--- src/rtl/bru_redirect_if.sv ---
// Branch-unit / redirect / predictor-update bundle between EX, fetch and the predictor.
// Every valid/ready pair transfers on a rising clk edge where both are high; the valid side holds its payload stable until then.
`timescale 1ns/1ps
interface bru_redirect_if #(
  parameter int PC_W = 32
);
  logic            bru_valid;
  logic [PC_W-1:0] bru_pc;
  logic [PC_W-1:0] bru_true_pc;
  logic [PC_W-1:0] bru_pred_pc;
  logic            bru_taken;
  logic [2:0]      bru_type;
  logic            bru_likely_flush;
  logic            ds_issued;
  logic            exc_flush;
  logic            bru_stall;
  logic            redirect_valid;
  logic [PC_W-1:0] redirect_pc;
  logic            redirect_ready;
  logic            flush_front;
  logic            flush_ds;
  logic            upd_valid;
  logic [PC_W-1:0] upd_pc;
  logic [PC_W-1:0] upd_target;
  logic            upd_taken;
  logic [2:0]      upd_type;
  logic            upd_ready;

  // master: the pipeline/fetch/predictor side; slave: the redirect controller
  modport master (
    output bru_valid, bru_pc, bru_true_pc, bru_pred_pc, bru_taken, bru_type,
           bru_likely_flush, ds_issued, exc_flush, redirect_ready, upd_ready,
    input  bru_stall, redirect_valid, redirect_pc, flush_front, flush_ds,
           upd_valid, upd_pc, upd_target, upd_taken, upd_type
  );

  modport slave (
    input  bru_valid, bru_pc, bru_true_pc, bru_pred_pc, bru_taken, bru_type,
           bru_likely_flush, ds_issued, exc_flush, redirect_ready, upd_ready,
    output bru_stall, redirect_valid, redirect_pc, flush_front, flush_ds,
           upd_valid, upd_pc, upd_target, upd_taken, upd_type
  );
endinterface

--- src/rtl/bru_redirect_ctrl.sv ---
// Mispredict recovery sequencer (delay slot wait / annul, held redirect to fetch)
// plus a small FIFO of predictor-update records for resolved control transfers.
`timescale 1ns/1ps
module bru_redirect_ctrl #(
  parameter int PC_W      = 32,
  parameter int UPD_DEPTH = 4
) (
  input  logic           clk,
  input  logic           resetn,
  bru_redirect_if.slave  bus,
  output logic [1:0]     state_dbg
);

  localparam int PTR_W = $clog2(UPD_DEPTH);
  localparam int CNT_W = PTR_W + 1;
  localparam int ENT_W = 2 * PC_W + 4;

  typedef enum logic [1:0] {
    IDLE     = 2'd0,
    WAIT_DS  = 2'd1,
    REDIRECT = 2'd2
  } state_e;

  state_e           state;
  logic [PTR_W-1:0] wr_ptr;
  logic [PTR_W-1:0] rd_ptr;
  logic [CNT_W-1:0] count;
  logic [ENT_W-1:0] upd_mem [UPD_DEPTH];

  logic fifo_full;
  logic stall;
  logic accept;
  logic mispredict;
  logic upd_push;
  logic upd_pop;

  assign fifo_full  = (count == CNT_W'(UPD_DEPTH));
  // Stall is built from registers only so the branch unit never sees a loop through bru_valid
  assign stall      = (state != IDLE) | fifo_full;
  assign accept     = bus.bru_valid & ~stall & ~bus.exc_flush;
  assign mispredict = (bus.bru_true_pc != bus.bru_pred_pc);
  assign upd_push   = accept & (bus.bru_type != 3'd0);
  assign upd_pop    = (count != '0) & bus.upd_ready;

  assign bus.bru_stall = stall;
  assign state_dbg     = state;

  always_ff @(posedge clk or negedge resetn) begin
    if (!resetn) begin
      state              <= IDLE;
      bus.redirect_valid <= 1'b0;
      bus.redirect_pc    <= '0;
      bus.flush_front    <= 1'b0;
      bus.flush_ds       <= 1'b0;
    end else begin
      bus.flush_front <= 1'b0;
      bus.flush_ds    <= 1'b0;
      if (bus.exc_flush) begin
        // Exception wins over everything: drop any pending target silently
        state              <= IDLE;
        bus.redirect_valid <= 1'b0;
        bus.redirect_pc    <= '0;
      end else begin
        case (state)
          IDLE: begin
            if (accept) begin
              if (bus.bru_likely_flush) begin
                bus.flush_ds       <= 1'b1;
                bus.redirect_pc    <= bus.bru_true_pc;
                bus.redirect_valid <= 1'b1;
                state              <= REDIRECT;
              end else if (mispredict) begin
                bus.redirect_pc <= bus.bru_true_pc;
                if (bus.ds_issued) begin
                  bus.redirect_valid <= 1'b1;
                  state              <= REDIRECT;
                end else begin
                  state <= WAIT_DS;
                end
              end
            end
          end
          WAIT_DS: begin
            if (bus.ds_issued) begin
              bus.redirect_valid <= 1'b1;
              state              <= REDIRECT;
            end
          end
          REDIRECT: begin
            if (bus.redirect_ready) begin
              bus.redirect_valid <= 1'b0;
              bus.flush_front    <= 1'b1;
              state              <= IDLE;
            end
          end
          default: begin
            bus.redirect_valid <= 1'b0;
            state              <= IDLE;
          end
        endcase
      end
    end
  end

  always_ff @(posedge clk or negedge resetn) begin
    if (!resetn) begin
      wr_ptr <= '0;
      rd_ptr <= '0;
      count  <= '0;
    end else begin
      if (upd_push) wr_ptr <= wr_ptr + 1'b1;
      if (upd_pop)  rd_ptr <= rd_ptr + 1'b1;
      case ({upd_push, upd_pop})
        2'b10:   count <= count + 1'b1;
        2'b01:   count <= count - 1'b1;
        default: count <= count;
      endcase
    end
  end

  // Storage needs no reset: entries are only observable while count says they are valid
  always_ff @(posedge clk) begin
    if (upd_push) begin
      upd_mem[wr_ptr] <= {bus.bru_pc, bus.bru_true_pc, bus.bru_taken, bus.bru_type};
    end
  end

  assign bus.upd_valid = (count != '0);
  assign {bus.upd_pc, bus.upd_target, bus.upd_taken, bus.upd_type} = upd_mem[rd_ptr];

endmodule

--- src/flat_wrapper.sv ---
// flat-port wrapper written by rule: the top's interface ports become plain ports
module bru_redirect_ctrl_flat 
#(
  parameter int PC_W      = 32,
  parameter int UPD_DEPTH = 4
)
  (clk, resetn, state_dbg, bus_bru_valid, bus_bru_pc, bus_bru_true_pc, bus_bru_pred_pc, bus_bru_taken, bus_bru_type, bus_bru_likely_flush, bus_ds_issued, bus_exc_flush, bus_redirect_ready, bus_upd_ready, bus_bru_stall, bus_redirect_valid, bus_redirect_pc, bus_flush_front, bus_flush_ds, bus_upd_valid, bus_upd_pc, bus_upd_target, bus_upd_taken, bus_upd_type);
  bru_redirect_if #(.PC_W(PC_W)) bus_i ();
  input  logic clk;
  input  logic resetn;
  output logic [1:0] state_dbg;
  input wire logic [$bits(bus_i.bru_valid)-1:0] bus_bru_valid;
  input wire logic [$bits(bus_i.bru_pc)-1:0] bus_bru_pc;
  input wire logic [$bits(bus_i.bru_true_pc)-1:0] bus_bru_true_pc;
  input wire logic [$bits(bus_i.bru_pred_pc)-1:0] bus_bru_pred_pc;
  input wire logic [$bits(bus_i.bru_taken)-1:0] bus_bru_taken;
  input wire logic [$bits(bus_i.bru_type)-1:0] bus_bru_type;
  input wire logic [$bits(bus_i.bru_likely_flush)-1:0] bus_bru_likely_flush;
  input wire logic [$bits(bus_i.ds_issued)-1:0] bus_ds_issued;
  input wire logic [$bits(bus_i.exc_flush)-1:0] bus_exc_flush;
  input wire logic [$bits(bus_i.redirect_ready)-1:0] bus_redirect_ready;
  input wire logic [$bits(bus_i.upd_ready)-1:0] bus_upd_ready;
  output wire logic [$bits(bus_i.bru_stall)-1:0] bus_bru_stall;
  output wire logic [$bits(bus_i.redirect_valid)-1:0] bus_redirect_valid;
  output wire logic [$bits(bus_i.redirect_pc)-1:0] bus_redirect_pc;
  output wire logic [$bits(bus_i.flush_front)-1:0] bus_flush_front;
  output wire logic [$bits(bus_i.flush_ds)-1:0] bus_flush_ds;
  output wire logic [$bits(bus_i.upd_valid)-1:0] bus_upd_valid;
  output wire logic [$bits(bus_i.upd_pc)-1:0] bus_upd_pc;
  output wire logic [$bits(bus_i.upd_target)-1:0] bus_upd_target;
  output wire logic [$bits(bus_i.upd_taken)-1:0] bus_upd_taken;
  output wire logic [$bits(bus_i.upd_type)-1:0] bus_upd_type;
  assign bus_i.bru_valid = bus_bru_valid;
  assign bus_i.bru_pc = bus_bru_pc;
  assign bus_i.bru_true_pc = bus_bru_true_pc;
  assign bus_i.bru_pred_pc = bus_bru_pred_pc;
  assign bus_i.bru_taken = bus_bru_taken;
  assign bus_i.bru_type = bus_bru_type;
  assign bus_i.bru_likely_flush = bus_bru_likely_flush;
  assign bus_i.ds_issued = bus_ds_issued;
  assign bus_i.exc_flush = bus_exc_flush;
  assign bus_i.redirect_ready = bus_redirect_ready;
  assign bus_i.upd_ready = bus_upd_ready;
  assign bus_bru_stall = bus_i.bru_stall;
  assign bus_redirect_valid = bus_i.redirect_valid;
  assign bus_redirect_pc = bus_i.redirect_pc;
  assign bus_flush_front = bus_i.flush_front;
  assign bus_flush_ds = bus_i.flush_ds;
  assign bus_upd_valid = bus_i.upd_valid;
  assign bus_upd_pc = bus_i.upd_pc;
  assign bus_upd_target = bus_i.upd_target;
  assign bus_upd_taken = bus_i.upd_taken;
  assign bus_upd_type = bus_i.upd_type;
  bru_redirect_ctrl #(.PC_W(PC_W), .UPD_DEPTH(UPD_DEPTH)) u_core (.clk(clk), .resetn(resetn), .bus(bus_i), .state_dbg(state_dbg));
endmodule
--- config.mk ---
export PLATFORM = sky130hd
export DESIGN_NAME = bru_redirect_ctrl_flat
export DESIGN_NICKNAME = d
export VERILOG_FILES = /design/src/rtl/bru_redirect_if.sv /design/src/rtl/bru_redirect_ctrl.sv /design/src/flat_wrapper.sv
export SDC_FILE = /design/constraint.sdc
export NUM_CORES = 1
export LEC_CHECK = 0
export ABC_AREA = 1
export CAP_MARGIN = 20
export CORE_UTILIZATION = 50
export DETAILED_ROUTE_END_ITERATION = 7
export DONT_BUFFER_PORTS = 1
export PLACE_DENSITY_LB_ADDON = 0.2
export SKIP_CTS_REPAIR_TIMING = 1
export SLEW_MARGIN = 20
export SYNTH_ARGS = -nofsm -noshare
export SYNTH_HDL_FRONTEND = slang
export SYNTH_SLANG_ARGS = --single-unit
--- constraint.sdc ---
create_clock -name clk -period 5.4 [get_ports clk]
set_input_delay 0.54 -clock clk [delete_from_list [all_inputs] [get_ports clk]]
set_output_delay 0.54 -clock clk [all_outputs]
set_load 0.05 [all_outputs]
==> results.md <==
* Status: finished clean
* Flip-flop and latch count after synthesis at 316
* Final HPWL DP at 15900 um
* Mux share of post-synthesis cell area at 0
* Synth top area share at 0.642
* FFs w/ async S/R, synth at 0.139
* H-tree levels at 2
* Largest net degree at the start of global routing at 93
* Worst-case reg-to-reg path depth at 7
* Antenna diode count at 0
* Nets at 1161
* Worst min-delay path category: input pin to register
* R2R setup slack at 2.01 ns
* Number of synthesized flops with an enable pin at 272
* Initial Util at 0.507
* Comb power frac at 0.353
* Area leader, netlist: edfxtp_1
* Mapped Nets at 1162
* Slew headroom at 0.213
* YS warnings at 0
* Worst setup SP type: register
* Synth Area in Compound Gates at 0.113
* Design Area, Final at 14200 um^2
* Kind of critical path: register to output port
* Fin Clk Skew at 0.0132 ns
* Layout cells sized above 1 at 0.0951
* Clk slew on worst S/H paths at 0.06 ns
* Slew @ Worst Pin at 1.20 ns
* Area growth from synthesis to layout at 11.7%
* Vias at 7682
* CTS tree: built
* Total CTS buffers at 34
* Hold Fails Final Rpt at 0
* Largest family of logic cells by synthesized area: compound AO/OA/AOI/OAI gates
* Num rows at 58
* Initial DRC count at 531
* Top cells by area, synth: edfxtp_1, dfrtp_1, o21ai_0, nor2_1, nand2_1
* Worst VDD drop at 278 uV
* Cell Area, Placed at 13100 um^2
* Sequential fraction of design power at 0.378
* Standard cell core area at 25100 um^2
* Top Ports at 215
* Leak Pwr at 5.13 nW
* Clock sinks at 316
* Busiest grt layer: met2
* First-pass GRT wire length at 41300 um
* Max Fanout on Critical Path at 84
* CP endpoint kind: output port
* Clk_lat worst skew at 0.50 ns
* Startpoint of the worst register-to-register path: u_core.state_dbg[1]
* Worst hold slack at 0.102 ns
* GRT Util Overall at 0.208
* Syn Inst Count at 1048
* M2 GR Usage at 0.346
* Crit Reg-Reg Endpoint: u_core.upd_mem[1][46]
* Drt drc at 0
* Die area at 26100 um^2
* Synth Area in Adders at 0.00649
* RSZ-0062 raised after global routing: no
* Arrival @ worst endpoint at 3.38 ns
* Worst hold start: bus_exc_flush
* Routed vias/inst at 5.48
* Antenna violations before repair at 0
* GR met3 Demand/Resource at 0.0758
* Dpl ws at 1.96 ns
* Top-count cell post-synth: edfxtp_1
* Number of global-route vias before repair at 7271
* Worst endpoint required time at 4.86 ns
* TritonRoute pass-1 iters at 5
* Synth Flop Type: edfxtp_1
* Synthesized cell area at 12700 um^2
* Root buf cell: clkbuf_16
* Hold endpoint: u_core.bus.flush_front
* Fill cells at 2056
* WL per Instance at 19.4 um
* Setup_tns at 0 ns
* Gr ovfl total at 0
* Placed insts at 1339
* Hold Path Depth at 1
* PD cells at 590 nW/um^2
* Max-slew violation count at 0
* I/O Buffers at 0
* Synth Area in Simple Gates at 0.108
* Psw at 3.67 mW
* Met1 global-route usage at 0.260
* Final cell count without fillers at 1402
* Internal power at 4.72 mW
* # setup viols final at 0
* Vert. Die Dim at 162 um
* Minimum clock period at 3.92 ns
* Die W at 162 um
* Unique masters post-synth at 33
* Top post-synthesis cells by count: edfxtp_1, nor2_1, nand2_1, o21ai_0, o22ai_1
* Final wirelength at 27200 um
* Synth Area per Inst at 12.1 um^2
* Final WS setup at 1.48 ns
* Clk buf depth at 3
* Sequential fraction of the synthesis area at 0.728
* Sw frac at 0.437
* ANT nets after route at 0
* Max frequency at 255 MHz
* MaxCap Viol Count at 0
* Post-Synth XOR/XNOR Area at 0.00550
* Clock power share at 0.268
* Final worst-path cycle share at 0.727
* Placer Congestion at 0.777
power by group through the flow:
stage                     registers (mW)  clock network, mW  logic, mW
after floorplan                     3.16                  0       2.55
after global placement              3.22                  0       2.94
after detailed placement            3.22                  0       2.97
after CTS                           3.17               2.29       2.98
after global routing                3.20               2.39       3.16
final                               3.17               2.25       2.97
cells in the final DEF, fill, tap and decap left out, types with 2 or more instances in the layout:
master and instances:
inv_1 65, o22ai_1 65, nor3_1 2, nor2_1 178
nand2_1 152, o22ai_2 3, edfxtp_1 272, o21ai_2 28
nor2_4 4, bufinv_16 2, dfrtp_1 42, clkinv_1 9
xor2_1 7, o21ai_0 140, ha_1 5, clkbuf_8 2
nand4_1 3, buf_12 3, nor2_2 2, clkbuf_1 10
nand3_1 6, o21ai_1 5, buf_4 10, clkbuf_16 37
cell families after synthesis:
logic type	count (synthesis)
and+or+nand+nor	352
DFF	316
AOI/OAI and AO/OA	246
buffers and inverters	120
xor gates and xnor gates	8
adders and majority gates	6
metrics by stage:
stage          power [mW]  utilization
2_1_floorplan        5.71            -
3_5_place_dp         6.20        0.520
4_1_cts              8.44        0.564
5_1_grt              8.74        0.566
3_3_place_gp         6.16        0.520
6_report             8.39        0.566
per-layer routing:
metal  share of wire  vias up
met5               0        -
met4           0.011        0
met3           0.092       31
met2            0.49      229
met1            0.41     3741
li1                -     3681
critical path, stage by stage, from the launching register on:
cell     delay, ns
dfrtp_4       0.69
inv_4         0.69
buf_4         0.42
o21ai_0       0.12
o22ai_1       0.91
registers in the layout, indices dropped and copies added (netlist names):
name / cells
u_core.state_dbg: 2
u_core.bus.redirect_valid: 1
u_core.rd_ptr: 2
u_core.bus.flush_ds: 1
u_core.upd_mem: 272
u_core.bus.redirect_pc: 32
u_core.bus.flush_front: 1
u_core.wr_ptr: 2
u_core.count: 3
final cells by class:
class | count | area [um^2] | area share
sequential | 316 | 9270 | 0.652
multi-input combinational | 612 | 3010 | 0.211
clock buffer | 49 | 991 | 0.0697
tap | 330 | 413 | 0.0290
inverter | 68 | 258 | 0.0181
timing repair buffer | 15 | 173 | 0.0121
clock inverter | 12 | 103 | 0.00722
worst max-delay path by stage:
stage,startpoint,to,cells after the start
after floorplan,u_core.state_dbg[1],u_core.upd_mem[0][0],6
after global placement,u_core.rd_ptr[0],bus_upd_target[31],4
after detailed placement,u_core.state_dbg[1],u_core.upd_mem[1][40],7
after CTS,u_core.rd_ptr[0],bus_upd_target[31],4
after global routing,u_core.rd_ptr[0],bus_upd_target[31],4
final,u_core.rd_ptr[0],bus_upd_pc[5],4
No activity file was read; power rests on OpenSTA's default activity.
